File: config.mk
export PLATFORM = sky130hd
export DESIGN_NAME = hci_burst_issuer_flat
export DESIGN_NICKNAME = d
export VERILOG_FILES = /design/src/rtl/hci_package.sv /design/src/rtl/hci_core_intf.sv /design/src/rtl/hci_burst_rsp_fifo.sv /design/src/rtl/hci_burst_issuer.sv /design/src/flat_wrapper.sv
export SDC_FILE = /design/constraint.sdc
export NUM_CORES = 1
export LEC_CHECK = 0
export CORE_UTILIZATION = 40
export CTS_CLUSTER_DIAMETER = 50
export CTS_CLUSTER_SIZE = 8
export DETAILED_ROUTE_END_ITERATION = 8
export GPL_ROUTABILITY_DRIVEN = 0
export PLACE_DENSITY = 0.71
export SYNTH_ARGS = -nofsm -noshare
export SYNTH_HDL_FRONTEND = slang
export SYNTH_SLANG_ARGS = --single-unit
File: constraint.sdc
create_clock -name clk_i -period 5.3 [get_ports clk_i]
set_input_delay 0.53 -clock clk_i [delete_from_list [all_inputs] [get_ports clk_i]]
set_output_delay 0.53 -clock clk_i [all_outputs]
set_load 0.1 [all_outputs]
File: src/rtl/hci_package.sv
// Shared HCI types: port size descriptor and the burst issuer state encoding.
// Pure type definitions; no latency or flow control of its own.
package hci_package;

    typedef struct packed {
        int unsigned DW;
        int unsigned AW;
        int unsigned BW;
        int unsigned UW;
        int unsigned IW;
        int unsigned EW;
        int unsigned EHW;
    } hci_size_parameter_t;

    typedef enum logic [1:0] {
        IDLE  = 2'd0,
        ISSUE = 2'd1,
        DRAIN = 2'd2
    } hci_burst_state_t;

endpackage

File: src/rtl/hci_core_intf.sv
// HCI core port bundle: request channel (req/gnt handshake) and response channel.
// Response data arrives on r_valid one cycle after grant; r_ready lets the initiator stall it.
interface hci_core_intf #(
    parameter int unsigned DW = 32,
    parameter int unsigned AW = 32,
    parameter int unsigned BW = 8,
    parameter int unsigned UW = 1,
    parameter int unsigned IW = 1,
    parameter int unsigned EW = 1
) ();

    logic               req;
    logic               gnt;
    logic [AW-1:0]      add;
    logic               wen;
    logic [DW-1:0]      data;
    logic [DW/BW-1:0]   be;
    logic               r_ready;
    logic [UW-1:0]      user;
    logic [IW-1:0]      id;
    logic [EW-1:0]      ecc;
    logic [DW-1:0]      r_data;
    logic               r_valid;

    modport initiator (
        output req, add, wen, data, be, r_ready, user, id, ecc,
        input  gnt, r_data, r_valid
    );

    modport target (
        input  req, add, wen, data, be, r_ready, user, id, ecc,
        output gnt, r_data, r_valid
    );

endinterface

File: src/rtl/hci_burst_rsp_fifo.sv
// Response beat FIFO, head shown combinationally; push-to-head latency one cycle.
// No internal backpressure: the caller bounds occupancy; push on full is accepted only with a same-cycle pop.
module hci_burst_rsp_fifo #(
    parameter int unsigned DW    = 128,
    parameter int unsigned DEPTH = 4,
    parameter int unsigned CW    = $clog2(DEPTH + 1)
) (
    input  logic          clk_i,
    input  logic          rst_ni,
    input  logic          clear_i,
    input  logic          push_i,
    input  logic [DW-1:0] push_data_i,
    input  logic          pop_i,
    output logic [DW-1:0] pop_data_o,
    output logic          empty_o,
    output logic [CW-1:0] count_o
);

    localparam int unsigned PW = (DEPTH > 1) ? $clog2(DEPTH) : 1;

    logic [DW-1:0] mem_q [DEPTH];
    logic [PW-1:0] wr_ptr_q, rd_ptr_q;
    logic [CW-1:0] count_q;
    logic          do_push, do_pop;

    function automatic logic [PW-1:0] next_ptr(input logic [PW-1:0] p);
        return (p == PW'(DEPTH - 1)) ? '0 : p + PW'(1);
    endfunction

    assign do_pop  = pop_i && (count_q != '0);
    assign do_push = push_i && ((count_q != CW'(DEPTH)) || do_pop);

    always_ff @(posedge clk_i or negedge rst_ni) begin
        if (!rst_ni) begin
            wr_ptr_q <= '0;
            rd_ptr_q <= '0;
            count_q  <= '0;
        end else if (clear_i) begin
            wr_ptr_q <= '0;
            rd_ptr_q <= '0;
            count_q  <= '0;
        end else begin
            if (do_push) wr_ptr_q <= next_ptr(wr_ptr_q);
            if (do_pop)  rd_ptr_q <= next_ptr(rd_ptr_q);
            case ({do_push, do_pop})
                2'b10:   count_q <= count_q + CW'(1);
                2'b01:   count_q <= count_q - CW'(1);
                default: count_q <= count_q;
            endcase
        end
    end

    // Storage needs no reset: count_q alone decides what is visible.
    always_ff @(posedge clk_i) begin
        if (do_push) mem_q[wr_ptr_q] <= push_data_i;
    end

    assign pop_data_o = mem_q[rd_ptr_q];
    assign empty_o    = (count_q == '0);
    assign count_o    = count_q;

endmodule

File: src/rtl/hci_burst_issuer.sv
// Strided read burst engine: one beat request per cycle, responses buffered and streamed out.
// Requests throttle so buffered plus in-flight beats never exceed RSP_DEPTH; rsp_ready_i low stalls issue.
module hci_burst_issuer
    import hci_package::*;
#(
    parameter int unsigned         DW            = 128,
    parameter int unsigned         AW            = 32,
    parameter int unsigned         CNT_W         = 16,
    parameter int unsigned         RSP_DEPTH     = 4,
    parameter hci_size_parameter_t HCI_SIZE_tcdm = '0
) (
    input  logic             clk_i,
    input  logic             rst_ni,
    input  logic             clear_i,
    input  logic             start_i,
    input  logic [AW-1:0]    base_addr_i,
    input  logic [AW-1:0]    stride_i,
    input  logic [CNT_W-1:0] len_i,
    output logic             busy_o,
    output logic             done_o,
    output logic [DW-1:0]    rsp_data_o,
    output logic             rsp_valid_o,
    input  logic             rsp_ready_i,
    hci_core_intf.initiator  tcdm
);

    localparam int unsigned CW = $clog2(RSP_DEPTH + 1);
    localparam int unsigned OW = CW + 1;

    // An all-zero size descriptor means "inherit"; otherwise it must agree with DW/AW.
    if ((HCI_SIZE_tcdm.DW != 0 && HCI_SIZE_tcdm.DW != DW) ||
        (HCI_SIZE_tcdm.AW != 0 && HCI_SIZE_tcdm.AW != AW) ||
        (DW % 32 != 0) || (RSP_DEPTH < 2)) begin : g_param_err
        $error("hci_burst_issuer: inconsistent parameters");
    end

    hci_burst_state_t state_q, state_d;

    logic [AW-1:0]    addr_q, stride_q;
    logic [CNT_W-1:0] issue_left_q, rsp_left_q;
    logic             inflight_q, done_q;
    logic [CW-1:0]    fifo_count;
    logic [OW-1:0]    occupancy;
    logic             fifo_empty;
    logic             beat_fire, last_issue, push, pop, last_pop;
    logic             burst_start, zero_len_start;

    assign occupancy      = {1'b0, fifo_count} + OW'(inflight_q);
    assign tcdm.req       = (state_q == ISSUE) && (occupancy < OW'(RSP_DEPTH));
    assign beat_fire      = tcdm.req && tcdm.gnt;
    assign last_issue     = beat_fire && (issue_left_q == CNT_W'(1));
    // Only a response we are still waiting for may enter the buffer.
    assign push           = tcdm.r_valid && inflight_q;
    assign rsp_valid_o    = !fifo_empty;
    assign pop            = rsp_valid_o && rsp_ready_i;
    assign last_pop       = pop && (rsp_left_q == CNT_W'(1));
    assign burst_start    = (state_q == IDLE) && start_i && (len_i != '0);
    assign zero_len_start = (state_q == IDLE) && start_i && (len_i == '0);

    always_comb begin
        state_d = state_q;
        if (clear_i) begin
            state_d = IDLE;
        end else begin
            case (state_q)
                IDLE:    if (burst_start) state_d = ISSUE;
                ISSUE:   if (last_issue)  state_d = DRAIN;
                DRAIN:   if (last_pop)    state_d = IDLE;
                default: state_d = IDLE;
            endcase
        end
    end

    always_ff @(posedge clk_i or negedge rst_ni) begin
        if (!rst_ni) state_q <= IDLE;
        else         state_q <= state_d;
    end

    always_ff @(posedge clk_i or negedge rst_ni) begin
        if (!rst_ni) begin
            addr_q       <= '0;
            stride_q     <= '0;
            issue_left_q <= '0;
            rsp_left_q   <= '0;
            inflight_q   <= 1'b0;
            done_q       <= 1'b0;
        end else if (clear_i) begin
            addr_q       <= '0;
            stride_q     <= '0;
            issue_left_q <= '0;
            rsp_left_q   <= '0;
            inflight_q   <= 1'b0;
            done_q       <= 1'b0;
        end else begin
            inflight_q <= beat_fire;
            done_q     <= zero_len_start || ((state_q == DRAIN) && last_pop);
            if (burst_start) begin
                addr_q       <= base_addr_i;
                stride_q     <= stride_i;
                issue_left_q <= len_i;
                rsp_left_q   <= len_i;
            end else begin
                // Address accumulates one stride per granted beat.
                if (beat_fire) begin
                    addr_q       <= addr_q + stride_q;
                    issue_left_q <= issue_left_q - CNT_W'(1);
                end
                if (pop) rsp_left_q <= rsp_left_q - CNT_W'(1);
            end
        end
    end

    hci_burst_rsp_fifo #(
        .DW    (DW),
        .DEPTH (RSP_DEPTH),
        .CW    (CW)
    ) u_rsp_fifo (
        .clk_i       (clk_i),
        .rst_ni      (rst_ni),
        .clear_i     (clear_i),
        .push_i      (push),
        .push_data_i (tcdm.r_data),
        .pop_i       (pop),
        .pop_data_o  (rsp_data_o),
        .empty_o     (fifo_empty),
        .count_o     (fifo_count)
    );

    assign tcdm.add     = addr_q;
    assign tcdm.wen     = 1'b1;
    assign tcdm.be      = '1;
    assign tcdm.data    = '0;
    assign tcdm.user    = '0;
    assign tcdm.id      = '0;
    assign tcdm.ecc     = '0;
    assign tcdm.r_ready = 1'b1;

    assign busy_o = (state_q != IDLE);
    assign done_o = done_q;

endmodule

File: src/flat_wrapper.sv
// flat-port wrapper written by rule: the top's interface ports become plain ports
module hci_burst_issuer_flat import hci_package::*;
#(
    parameter int unsigned         DW            = 128,
    parameter int unsigned         AW            = 32,
    parameter int unsigned         CNT_W         = 16,
    parameter int unsigned         RSP_DEPTH     = 4,
    parameter hci_size_parameter_t HCI_SIZE_tcdm = '0
)
  (clk_i, rst_ni, clear_i, start_i, base_addr_i, stride_i, len_i, busy_o, done_o, rsp_data_o, rsp_valid_o, rsp_ready_i, tcdm_req, tcdm_add, tcdm_wen, tcdm_data, tcdm_be, tcdm_r_ready, tcdm_user, tcdm_id, tcdm_ecc, tcdm_gnt, tcdm_r_data, tcdm_r_valid);
  hci_core_intf #(.DW(DW), .AW(AW)) tcdm_i ();
  input  logic clk_i;
  input  logic rst_ni;
  input  logic clear_i;
  input  logic start_i;
  input  logic [AW-1:0] base_addr_i;
  input  logic [AW-1:0] stride_i;
  input  logic [CNT_W-1:0] len_i;
  output logic busy_o;
  output logic done_o;
  output logic [DW-1:0] rsp_data_o;
  output logic rsp_valid_o;
  input  logic rsp_ready_i;
  output wire logic [$bits(tcdm_i.req)-1:0] tcdm_req;
  output wire logic [$bits(tcdm_i.add)-1:0] tcdm_add;
  output wire logic [$bits(tcdm_i.wen)-1:0] tcdm_wen;
  output wire logic [$bits(tcdm_i.data)-1:0] tcdm_data;
  output wire logic [$bits(tcdm_i.be)-1:0] tcdm_be;
  output wire logic [$bits(tcdm_i.r_ready)-1:0] tcdm_r_ready;
  output wire logic [$bits(tcdm_i.user)-1:0] tcdm_user;
  output wire logic [$bits(tcdm_i.id)-1:0] tcdm_id;
  output wire logic [$bits(tcdm_i.ecc)-1:0] tcdm_ecc;
  input wire logic [$bits(tcdm_i.gnt)-1:0] tcdm_gnt;
  input wire logic [$bits(tcdm_i.r_data)-1:0] tcdm_r_data;
  input wire logic [$bits(tcdm_i.r_valid)-1:0] tcdm_r_valid;
  assign tcdm_req = tcdm_i.req;
  assign tcdm_add = tcdm_i.add;
  assign tcdm_wen = tcdm_i.wen;
  assign tcdm_data = tcdm_i.data;
  assign tcdm_be = tcdm_i.be;
  assign tcdm_r_ready = tcdm_i.r_ready;
  assign tcdm_user = tcdm_i.user;
  assign tcdm_id = tcdm_i.id;
  assign tcdm_ecc = tcdm_i.ecc;
  assign tcdm_i.gnt = tcdm_gnt;
  assign tcdm_i.r_data = tcdm_r_data;
  assign tcdm_i.r_valid = tcdm_r_valid;
  hci_burst_issuer #(.DW(DW), .AW(AW), .CNT_W(CNT_W), .RSP_DEPTH(RSP_DEPTH), .HCI_SIZE_tcdm(HCI_SIZE_tcdm)) u_core (.clk_i(clk_i), .rst_ni(rst_ni), .clear_i(clear_i), .start_i(start_i), .base_addr_i(base_addr_i), .stride_i(stride_i), .len_i(len_i), .busy_o(busy_o), .done_o(done_o), .rsp_data_o(rsp_data_o), .rsp_valid_o(rsp_valid_o), .rsp_ready_i(rsp_ready_i), .tcdm(tcdm_i));
endmodule
==> metrics, run 1 <==
Crit. End Element output port; share of layout cells above drive strength 1 13.8%; unique cell type count in the Yosys netlist 69; setup slack at placement 1.50 ns; post-route clock skew 0.0516 ns; Static Leak 0.0117 uW; VDD IR-drop max 0.360 mV; Synth Flop Type sky130_fd_sc_hd__edfxtp_1; area used by sequential logic in the layout 18100 um^2; category of the critical setup timing path reg2out; Hold WC Path Type in2reg; number of gates given a new drive strength after cts 0; Detailed Routing Iterations Pass 1 7; starting DRC count in detailed routing 955; synth top area cells sky130_fd_sc_hd__edfxtp_1 (58%), sky130_fd_sc_hd__mux4_2 (11%), sky130_fd_sc_hd__dfrtp_1 (10%); number of sinks on the clock net 619; total via count in the routed design 15600; maximum fanout along the worst path 38; mean post-synth cell area 16.2 um^2; Die Footprint 67200 um^2; vias in the first global route 16100; cell area after synthesis 26500 um^2; number of max-capacitance violations reported 0; area growth from synthesis to layout 26.4%; count of warnings emitted by yosys 0; Fmax 0.245 GHz; total power density per cell area 453 nW/um^2; placeable core region 64900 um^2; post-route antenna net violation count 0; register clock-pin slew on the reported worst setup and hold paths 0.05 ns; crit path setup slack, layout 1.21 ns; Crit path arrival time 3.56 ns; minimum period implied by the final worst setup slack 4.09 ns; transition time at the pin with the least slew margin 1.17 ns; start point of the critical path u_core.u_rsp_fifo.rd_ptr_q[0]$_DFFE_PN0P_; # DRC 0; hold-fix buffer count after cts 1; FF-to-FF setup slack 2.03 ns; share of Yosys cell area claimed by the top area cell type 58.1%; initial cell density of the core 40.8%; final slew viol count 0; sum of negative setup slack 0 ns; Critical Path RT 4.77 ns; CTS tree yes; fraction of registers with async set/reset 17.3%; ratio of final minimum period to clock period 77.1%; final setup fails 0; total global-route track usage 18.9%; count of flip-flops with a built-in enable after synthesis 512; post-synthesis register bit count 619; number of instances in the placed design 2816; mean routed wirelength per cell 21.8 um; number of buffers between clock root and the deepest sink 3; relative slew slack 21.5%; insertion delay of the later-clocked pin in the worst-skew pair 0.65 ns; R2R cell count 9; fill cell count 5232; outcome completed; overall routed net length 64100 um; Multi-input gate area 7540 um^2; proportion of synthesized chip area in sequential cells 68.2%; number of levels the H-tree was split into 3; worst reg2reg path endpoint u_core.tcdm.add[28]$_DFFE_PN0P_; startpoint type of the worst setup path flip-flop; setup repair after global routing missed its margin false; Critical Path Sink rsp_data_o[53]; number of cells in the finished layout apart from fillers 2945; minimum hold slack 0.443 ns; Via-to-Cell Ratio 5.29; Ports 528; clock root buffer sky130_fd_sc_hd__clkbuf_16; IO Port Bufs 378; maximum number of pins on one net before global-route repair 68; total power consumption of the routed design 15200 uW; Post-Synthesis Cells 1634; net count reported at finish 2315; beginning of the worst register-to-register path u_core.tcdm.add[0]$_DFFE_PN0P_; cell depth of the worst min-delay path 3; width of the chip 259 um; buffers inserted by post-CTS timing repair 0; Synth area leader sky130_fd_sc_hd__edfxtp_1; Placement Rows 93; DPL Wire Length 42000 um; antenna violations before repair 13; Die Ht 259 um; TritonCTS Buffers 94; remaining global-route overflow 0; global-route wire length before repair 96300 um; final-report hold violation count 0
[layout by cell type (no fill, tap or decap), drive strengths merged, types with 10 or more instances in the layout]
master	instances
a22oi	11
ha	40
nor2	57
nor4	14
clkdlybuf4s50	376
xnor2	30
edfxtp	512
mux4	128
o21ai	20
conb	149
xor2	20
nand2	129
a21o	17
a21oi	122
nand3	16
nor3	15
clkbuf	104
a311oi	10
nand4	12
dfrtp	107
buf	28
o21bai	19
clkinv	14
inv	14
[worst min path at each step]
stage                                   from                         endpoint  slack (ns)
4_1_cts                         stride_i[12]  u_core.stride_q[12]$_DFFE_PN0P_        0.40
5_1_grt                       base_addr_i[2]   u_core.tcdm.add[2]$_DFFE_PN0P_        0.43
6_report                        stride_i[12]  u_core.stride_q[12]$_DFFE_PN0P_        0.44
2_1_floorplan                         rst_ni          u_core.done_o$_DFF_PN0_        0.23
3_3_place_gp   u_core.state_q[0]$_DFFE_PN0P_          u_core.done_o$_DFF_PN0_        0.49
3_5_place_dp   u_core.state_q[0]$_DFFE_PN0P_          u_core.done_o$_DFF_PN0_        0.49
[power breakdown]
group	total (uW)	internal, uW	switching [uW]	leakage [uW]
logic	4300	1150	3140	0.00437
registers	5540	5390	152	0.00603
clock network	5320	3250	2070	0.00129
[layer usage]
layer  share of wire (%)  global-route usage, %  wire length [um]
met5                0.16                      0               103
met4                 2.6                   6.01              1660
met3                  10                   7.60              6510
met2                  49                   30.8             31200
met1                  39                   22.8             24700
[through the flow]
stage / instance area [um^2] / util [%]
3_3_place_gp: 30800 / 47.4
2_1_floorplan: 27000 / -
6_report: 33500 / 51.5
5_1_grt: 33500 / 51.5
4_1_cts: 33500 / 51.5
3_5_place_dp: 30800 / 47.4
[worst max-delay path, stage by stage, from the launching register on]
cell and delay [ns]:
sky130_fd_sc_hd__dfrtp_4 0.92, sky130_fd_sc_hd__buf_12 0.39, sky130_fd_sc_hd__mux4_2 0.55, sky130_fd_sc_hd__clkdlybuf4s50_1 1.06
[cells in the mapped netlist, types with 7 or more instances]
library cell               instances
sky130_fd_sc_hd__nand4_1          12
sky130_fd_sc_hd__a21oi_1         122
sky130_fd_sc_hd__a21o_1           17
sky130_fd_sc_hd__a311oi_1         10
sky130_fd_sc_hd__clkbuf_1         56
sky130_fd_sc_hd__nor2_1           57
sky130_fd_sc_hd__and3_1            8
sky130_fd_sc_hd__edfxtp_1        512
sky130_fd_sc_hd__xnor2_1          30
sky130_fd_sc_hd__and2_1            7
sky130_fd_sc_hd__nand2_1         129
sky130_fd_sc_hd__xor2_1           20
sky130_fd_sc_hd__inv_1            12
sky130_fd_sc_hd__dfrtp_1         107
sky130_fd_sc_hd__a211oi_1          9
sky130_fd_sc_hd__a22oi_1          11
sky130_fd_sc_hd__buf_1            19
sky130_fd_sc_hd__o211ai_1          8
sky130_fd_sc_hd__o21ai_0          20
sky130_fd_sc_hd__nor3_1           14
sky130_fd_sc_hd__o21bai_1         19
sky130_fd_sc_hd__mux4_2          128
sky130_fd_sc_hd__ha_1             40
sky130_fd_sc_hd__nor4_1           11
sky130_fd_sc_hd__nand3_1          16
sky130_fd_sc_hd__buf_4           149
sky130_fd_sc_hd__o22ai_1           7
[cells by family after synthesis]
kind of cell | count (synthesis) | synth area share, %
fa+ha+maj | 42 | 2.04
flops | 619 | 68.2
simple gates | 294 | 5.40
xor+xnor | 50 | 1.65
mux | 134 | 11.1
other cells | 2 | 0.0284
buf+inv | 236 | 5.46
compound gates | 257 | 6.08
[state kept, by name, summed over array words and instances (netlist names), 3 cells and up]
signal	count
u_core.tcdm.add	32
u_core.issue_left_q	16
u_core.u_rsp_fifo.mem_q	512
u_core.u_rsp_fifo.count_o	3
u_core.stride_q	32
u_core.rsp_left_q	16
[area by class of cell]
class	count	share of cell area, %
inverters	12	0.135
clock buffers	104	7.21
multi-input cells	926	22.5
diodes	4	0.0299
clock inverters	20	0.766
flip-flops and latches	619	54.0
well taps	855	3.20
repair buffers	405	12.2
Note: power is estimated with default switching activity, not from simulation.
==> run 2, diff against run 1 <==
- clock period: 5.3 -> 4.2 ns (I/O delays scaled with it)
==> run 2 against run 1 <==
Register-to-register slack got worse by 0.75 ns. Clock power rose by 27%. Via count fell by 0.62%. First-iteration DRC count rose by 23%. Combinational power rose by 24%. Worst setup slack got worse by 0.26 ns. Wire length fell by 1.7%. Non-clock buffer count rose by 2. Cell count rose by 0.10%. Design area fell by 0.68%. Global-route usage fell by 0.34 points. Critical path type unchanged. Critical endpoint is now rsp_data_o[34].
==> metrics, run 2 (same netlist as run 1, synthesis figures left out) <==
outcome completed; TritonCTS Buffers 94 (unchanged); maximum fanout along the worst path 37 (-2.6%); number of buffers between clock root and the deepest sink 3 (unchanged); Multi-input gate area 7540 um^2 (unchanged); Fmax 0.307 GHz; Hold WC Path Type in2async; final-report hold violation count 0 (unchanged); overall routed net length 63000 um (-1.7%); most common cell after layout, fill and taps aside sky130_fd_sc_hd__edfxtp_1; met1 wire length 23700 um (-4.0%); final setup fails 0 (unchanged); transition time at the pin with the least slew margin 1.12 ns (-0.0503 ns); Crit. End Element output port; Crit path arrival time 2.83 ns (-0.73 ns); Ports 528 (unchanged); area post-placement 30500 um^2 (-0.87%); Comb pwr share 28.0% (-0.3 points); fraction of power consumed by the clock network 35.4% (+0.3 points); Met2 Routed Length 31000 um (-0.53%); Post-Layout Inst Area 33200 um^2 (-0.68%); highest-count cells in the layout ignoring fill and taps sky130_fd_sc_hd__edfxtp_1 (512), sky130_fd_sc_hd__clkdlybuf4s50_1 (248), sky130_fd_sc_hd__conb_1 (149); hold-fix buffer count after cts 1 (unchanged); post-route antenna net violation count 0 (unchanged); share of layout cells above drive strength 1 20.1% (+6.3 points); register containing the most flip-flops in the final layout u_core.u_rsp_fifo.mem_q; setup repair after global routing missed its margin false; IO Port Bufs 378 (unchanged); fill cell count 5304 (+1.4%); remaining global-route overflow 0 (unchanged); relative slew slack 25.1% (+3.6 points); Die Footprint 67200 um^2 (unchanged); cell internal power dissipation 12300 uW (+26%); number of sinks on the clock net 619 (unchanged); Static Leak 0.0118 uW (+1.3%); final slew viol count 0 (unchanged); Critical Path RT 3.78 ns (-0.99 ns); antenna violations before repair 11 (-2); switching power of the nets 6780 uW (+26%); Placement Rows 93 (unchanged); number of gates given a new drive strength after cts 0 (unchanged); sum of negative setup slack 0 ns (unchanged); placeable core region 64900 um^2 (unchanged); area used by sequential logic in the layout 18100 um^2 (unchanged); number of cells in the finished layout apart from fillers 2948 (+0.10%); register clock-pin slew on the reported worst setup and hold paths 0.05 ns (about the same); Detailed Routing Iterations Pass 1 5 (-2); width of the chip 259 um (unchanged); area growth from synthesis to layout 25.6%; global-route wire length before repair 94300 um (-2.0%); clock root buffer sky130_fd_sc_hd__clkbuf_16; total global-route track usage 18.5% (-0.34 points); DR WL met3 6500 um (-0.11%); insertion delay of the later-clocked pin in the worst-skew pair 0.63 ns (-0.02 ns); starting DRC count in detailed routing 1175 (+23%); fraction of power consumed by sequential logic 36.6% (about the same); category of the critical setup timing path reg2out; Via-to-Cell Ratio 5.25 (-0.72%); ratio of final minimum period to clock period 77.4%; VDD IR-drop max 0.680 mV (+89%); DPL Wire Length 40900 um (-2.6%); post-route clock skew 0.0230 ns (-0.0286 ns); Die Ht 259 um (unchanged); total power density per cell area 575 nW/um^2 (+27%); net switching share of the total power 35.5% (+0.11 points); CTS tree yes; net count reported at finish 2317 (+0.086%); maximum number of pins on one net before global-route repair 129 (+90%); number of levels the H-tree was split into 3 (unchanged); buffers inserted by post-CTS timing repair 0 (unchanged); uppermost layer routed met5; number of instances in the placed design 2818 (+0.071%); total via count in the routed design 15500 (-0.62%); mean routed wirelength per cell 21.4 um (-1.8%); initial cell density of the core 40.8% (unchanged); # DRC 0 (unchanged); startpoint type of the worst setup path flip-flop; number of max-capacitance violations reported 0 (unchanged); flip-flop count of the largest register after layout 512 (unchanged); minimum period implied by the final worst setup slack 3.25 ns; vias in the first global route 15900 (-1.3%)
## run 2: layout make-up
| type | instances | share of cell area [%] |
|---|---|---|
| sequential | 619 | 54.3 |
| clock inverter | 19 | 0.843 |
| multi-input combinational | 926 | 22.7 |
| tap | 855 | 3.22 |
| clock buffer | 107 | 7.31 |
| antenna | 3 | 0.0226 |
| timing repair buffer | 407 | 11.4 |
| inverter | 12 | 0.136 |
## run 2: power groups by stage
stage	registers [uW]	clock network, uW	logic [uW]
after global routing	7020	7170	5560
final	7000	6760	5350
after global placement	7110	0	5330
after detailed placement	7110	0	5350
after CTS	7000	6930	5380
after floorplan	7190	0	4140
## run 2: worst max-delay path, stage by stage (launching register included)
cell and delay [ns]:
sky130_fd_sc_hd__dfrtp_4 0.97, sky130_fd_sc_hd__buf_4 0.40, sky130_fd_sc_hd__mux4_2 0.57, sky130_fd_sc_hd__buf_4 0.25
## run 2: path summary, 6_finish.rpt
kind                                                                 from  depth (start not counted)  slack [ns]                                to
worst max-delay path            u_core.u_rsp_fifo.rd_ptr_q[0]$_DFFE_PN0P_                          3        0.95                    rsp_data_o[34]
worst min-delay path                                               rst_ni                          2        0.28   u_core.tcdm.add[15]$_DFFE_PN0P_
worst max register to register            u_core.tcdm.add[10]$_DFFE_PN0P_                          8        1.28   u_core.tcdm.add[23]$_DFFE_PN0P_
worst min register to register              u_core.state_q[0]$_DFFE_PN0P_                          1        0.52           u_core.done_o$_DFF_PN0_
max in group asynchronous                                          rst_ni                          3        2.90  u_core.rsp_left_q[8]$_DFFE_PN0P_
min in group clk_i                                            stride_i[6]                          3        0.34    u_core.stride_q[6]$_DFFE_PN0P_
## run 2: routing by layer
metal,vias to the layer above,track usage [%]
met1,7749,22.2
met3,128,7.36
met5,-,0
met4,14,6.08
li1,6892,-
met2,692,30.5
## run 2: metrics by stage
stage               utilization (%)  hold WS [ns]  total power (uW)  setup slack [ns]
finish                         51.2         0.281             19100             0.948
global route                   51.2         0.275             19700             0.732
detailed placement             47.0         0.377             12500              1.10
global placement               47.0         0.384             12400              1.12
CTS                            51.2         0.239             19300             0.795
floorplan                         -         0.124             11300             0.916
==> run 3, diff against run 2 <==
- clock period: 4.2 -> 3.1 ns (I/O delays scaled with it)
==> run 3 against run 2 <==
Clock skew increased by 0.013 ns. Worst hold slack got worse by 0.051 ns. Worst setup slack got worse by 0.73 ns. Sequential cell count unchanged. Highest routed layer unchanged. Cell count increased by 0.24%. Critical path type is now reg2reg. Sequential share of layout area decreased by 0.36 points. Sequential power increased by 34%. Register-to-register slack got worse by 1.1 ns. Combinational power increased by 37%. Design area increased by 0.73%. Via count increased by 0.15%.
==> metrics, run 3 (same netlist as run 1, synthesis figures left out) <==
post-route clock skew 0.0365 ns (+0.0135 ns); maximum fanout along the worst path 8 (-78%); Static Leak 0.0120 uW (+1.4%); Crit path arrival time 3.34 ns (+0.51 ns); share of layout cells above drive strength 1 22.1% (+2.0 points); antenna violations before repair 9 (-2); remaining global-route overflow 0 (unchanged); area growth from synthesis to layout 26.5%; setup repair after global routing missed its margin false; number of diodes 0 (-3); starting DRC count in detailed routing 1115 (-5.1%); CTS tree yes; Via-to-Cell Ratio 5.24 (about the same); total via count in the routed design 15500 (+0.15%); insertion delay of the later-clocked pin in the worst-skew pair 0.64 ns (about the same); category of the critical setup timing path reg2reg; sum of negative setup slack 0 ns (unchanged); minimum period implied by the final worst setup slack 2.88 ns; Post-Layout Inst Area 33500 um^2 (+0.73%); TritonCTS Buffers 96 (+2.1%); ratio of final minimum period to clock period 93.0%; most common cell after layout, fill and taps aside sky130_fd_sc_hd__edfxtp_1; number of sinks on the clock net 619 (unchanged); number of levels the H-tree was split into 3 (unchanged); initial cell density of the core 40.8% (unchanged); global-route wire length before repair 93600 um (-0.72%); startpoint type of the worst setup path flip-flop; highest-count cells in the layout ignoring fill and taps sky130_fd_sc_hd__edfxtp_1 (512), sky130_fd_sc_hd__clkdlybuf4s50_1 (224), sky130_fd_sc_hd__buf_4 (167); Crit. End Element flip-flop; width of the chip 259 um (unchanged); transition time at the pin with the least slew margin 0.978 ns (-0.145 ns); relative slew slack 34.6% (+9.5 points); flip-flop count of the largest register after layout 512 (unchanged); Critical Path RT 3.56 ns (-0.22 ns); number of max-capacitance violations reported 0 (unchanged); Worst path slowest cell sky130_fd_sc_hd__or4b_1; register clock-pin slew on the reported worst setup and hold paths 0.05 ns (about the same); # DRC 0 (unchanged); Placement Rows 93 (unchanged); number of buffers between clock root and the deepest sink 3 (unchanged); VDD IR-drop max 0.600 mV (-12%); area post-placement 30600 um^2 (+0.39%); total power density per cell area 783 nW/um^2 (+36%); total global-route track usage 18.4% (-0.12 points); Hold WC Path Type in2reg; net count reported at finish 2325 (+0.35%); largest incremental delay on the critical path 0.50 ns (-0.47 ns); maximum number of pins on one net before global-route repair 70 (-46%); Post-Route Utilization 51.6% (+0.37 points); placeable core region 64900 um^2 (unchanged); clock root buffer sky130_fd_sc_hd__clkbuf_16; Ports 528 (unchanged); post-route antenna net violation count 0 (unchanged); final-report hold violation count 0 (unchanged); IO Port Bufs 378 (unchanged); outcome completed; final setup fails 0 (unchanged); minimum hold slack 0.230 ns (-0.0508 ns); register containing the most flip-flops in the final layout u_core.u_rsp_fifo.mem_q; Die Ht 259 um (unchanged); DPL Wire Length 41800 um (+2.2%); ordered cell list for the critical path ha_1 > a21oi_1 > o21ai_0 > a211o_1 > or4b_1 > a41oi_1 > o21a_1 > o221ai_1; overall routed net length 62500 um (-0.86%); Die Footprint 67200 um^2 (unchanged); Detailed Routing Iterations Pass 1 5 (unchanged); vias in the first global route 15900 (-0.12%); mean routed wirelength per cell 21.1 um (-1.1%); final slew viol count 0 (unchanged); Fmax 0.347 GHz
[run 3: cell types whose count changed in the layout (fill, tap and decap cells not counted), sizes merged]
cell and delta:
buf +30, bufinv +1, clkbuf +4, clkdlybuf4s50 -24
clkinv -1, clkinvlp +1, diode -3, inv -1
[run 3: metal layers]
layer	routed length [um]	track usage, %	part of all wire (%)
met4	1750	6.37	2.8
met1	23800	22.6	38
met5	117	0	0.19
met3	6650	7.16	11
met2	30200	29.6	48
[run 3: stage by stage]
step	worst slack (ns)	std cells	total power (uW)
finish	0.218	2955	26200
global route	0.0277	2955	27100
CTS	0.226	2955	26500
detailed placement	0.270	2824	16900
global placement	0.294	2824	16800
floorplan	0.0482	1781	15400
[run 3: area by class of cell]
type,count,area [um^2]
Fill cell,5253,31500
Timing Repair Buffer,413,3910
Multi-Input combinational cell,926,7540
Inverter,12,45.0
Clock inverter,19,299
Sequential cell,619,18100
Clock buffer,111,2540
Tap cell,855,1070
[run 3: final timing paths]
| path | from | end | slack (ns) | depth (start not counted) |
|---|---|---|---|---|
| setup / recovery | u_core.tcdm.add[10]$_DFFE_PN0P_ | u_core.tcdm.add[23]$_DFFE_PN0P_ | 0.22 | 8 |
| hold / removal | base_addr_i[2] | u_core.tcdm.add[2]$_DFFE_PN0P_ | 0.23 | 3 |
| setup reg to reg | u_core.tcdm.add[10]$_DFFE_PN0P_ | u_core.tcdm.add[23]$_DFFE_PN0P_ | 0.22 | 8 |
| hold reg to reg | u_core.stride_q[25]$_DFFE_PN0P_ | u_core.stride_q[25]$_DFFE_PN0P_ | 0.53 | 2 |
| max in group asynchronous | rst_ni | u_core.rsp_left_q[8]$_DFFE_PN0P_ | 2.01 | 3 |
| min in group asynchronous | rst_ni | u_core.tcdm.add[14]$_DFFE_PN0P_ | 0.30 | 2 |
[run 3: worst max-delay path, delay by kind of cell (launching register included)]
| kind | cells | cell delay [ns] |
|---|---|---|
| AO/OA/AOI/OAI | 6 | 1.40 |
| adder cells (fa/ha/maj) | 1 | 0.40 |
| flip-flops | 1 | 0.41 |
| AND/OR/NAND/NOR | 1 | 0.50 |
[run 3: report_power, final]
part | internal, uW | switching [uW] | total, uW | leakage, uW
registers | 9220 | 171 | 9390 | 0.00602
logic | 1880 | 5450 | 7330 | 0.00461
clock network | 5930 | 3560 | 9490 | 0.00138
total | 17000 | 9190 | 26200 | 0.0120
[run 3: repair_timing]
item | 4_1_cts | 5_1_grt
endpoints found under the hold margin | 52 | 0
resized for setup | 0 | 0
buffers inserted | 0 | 0
hold buffers | 1 | 0
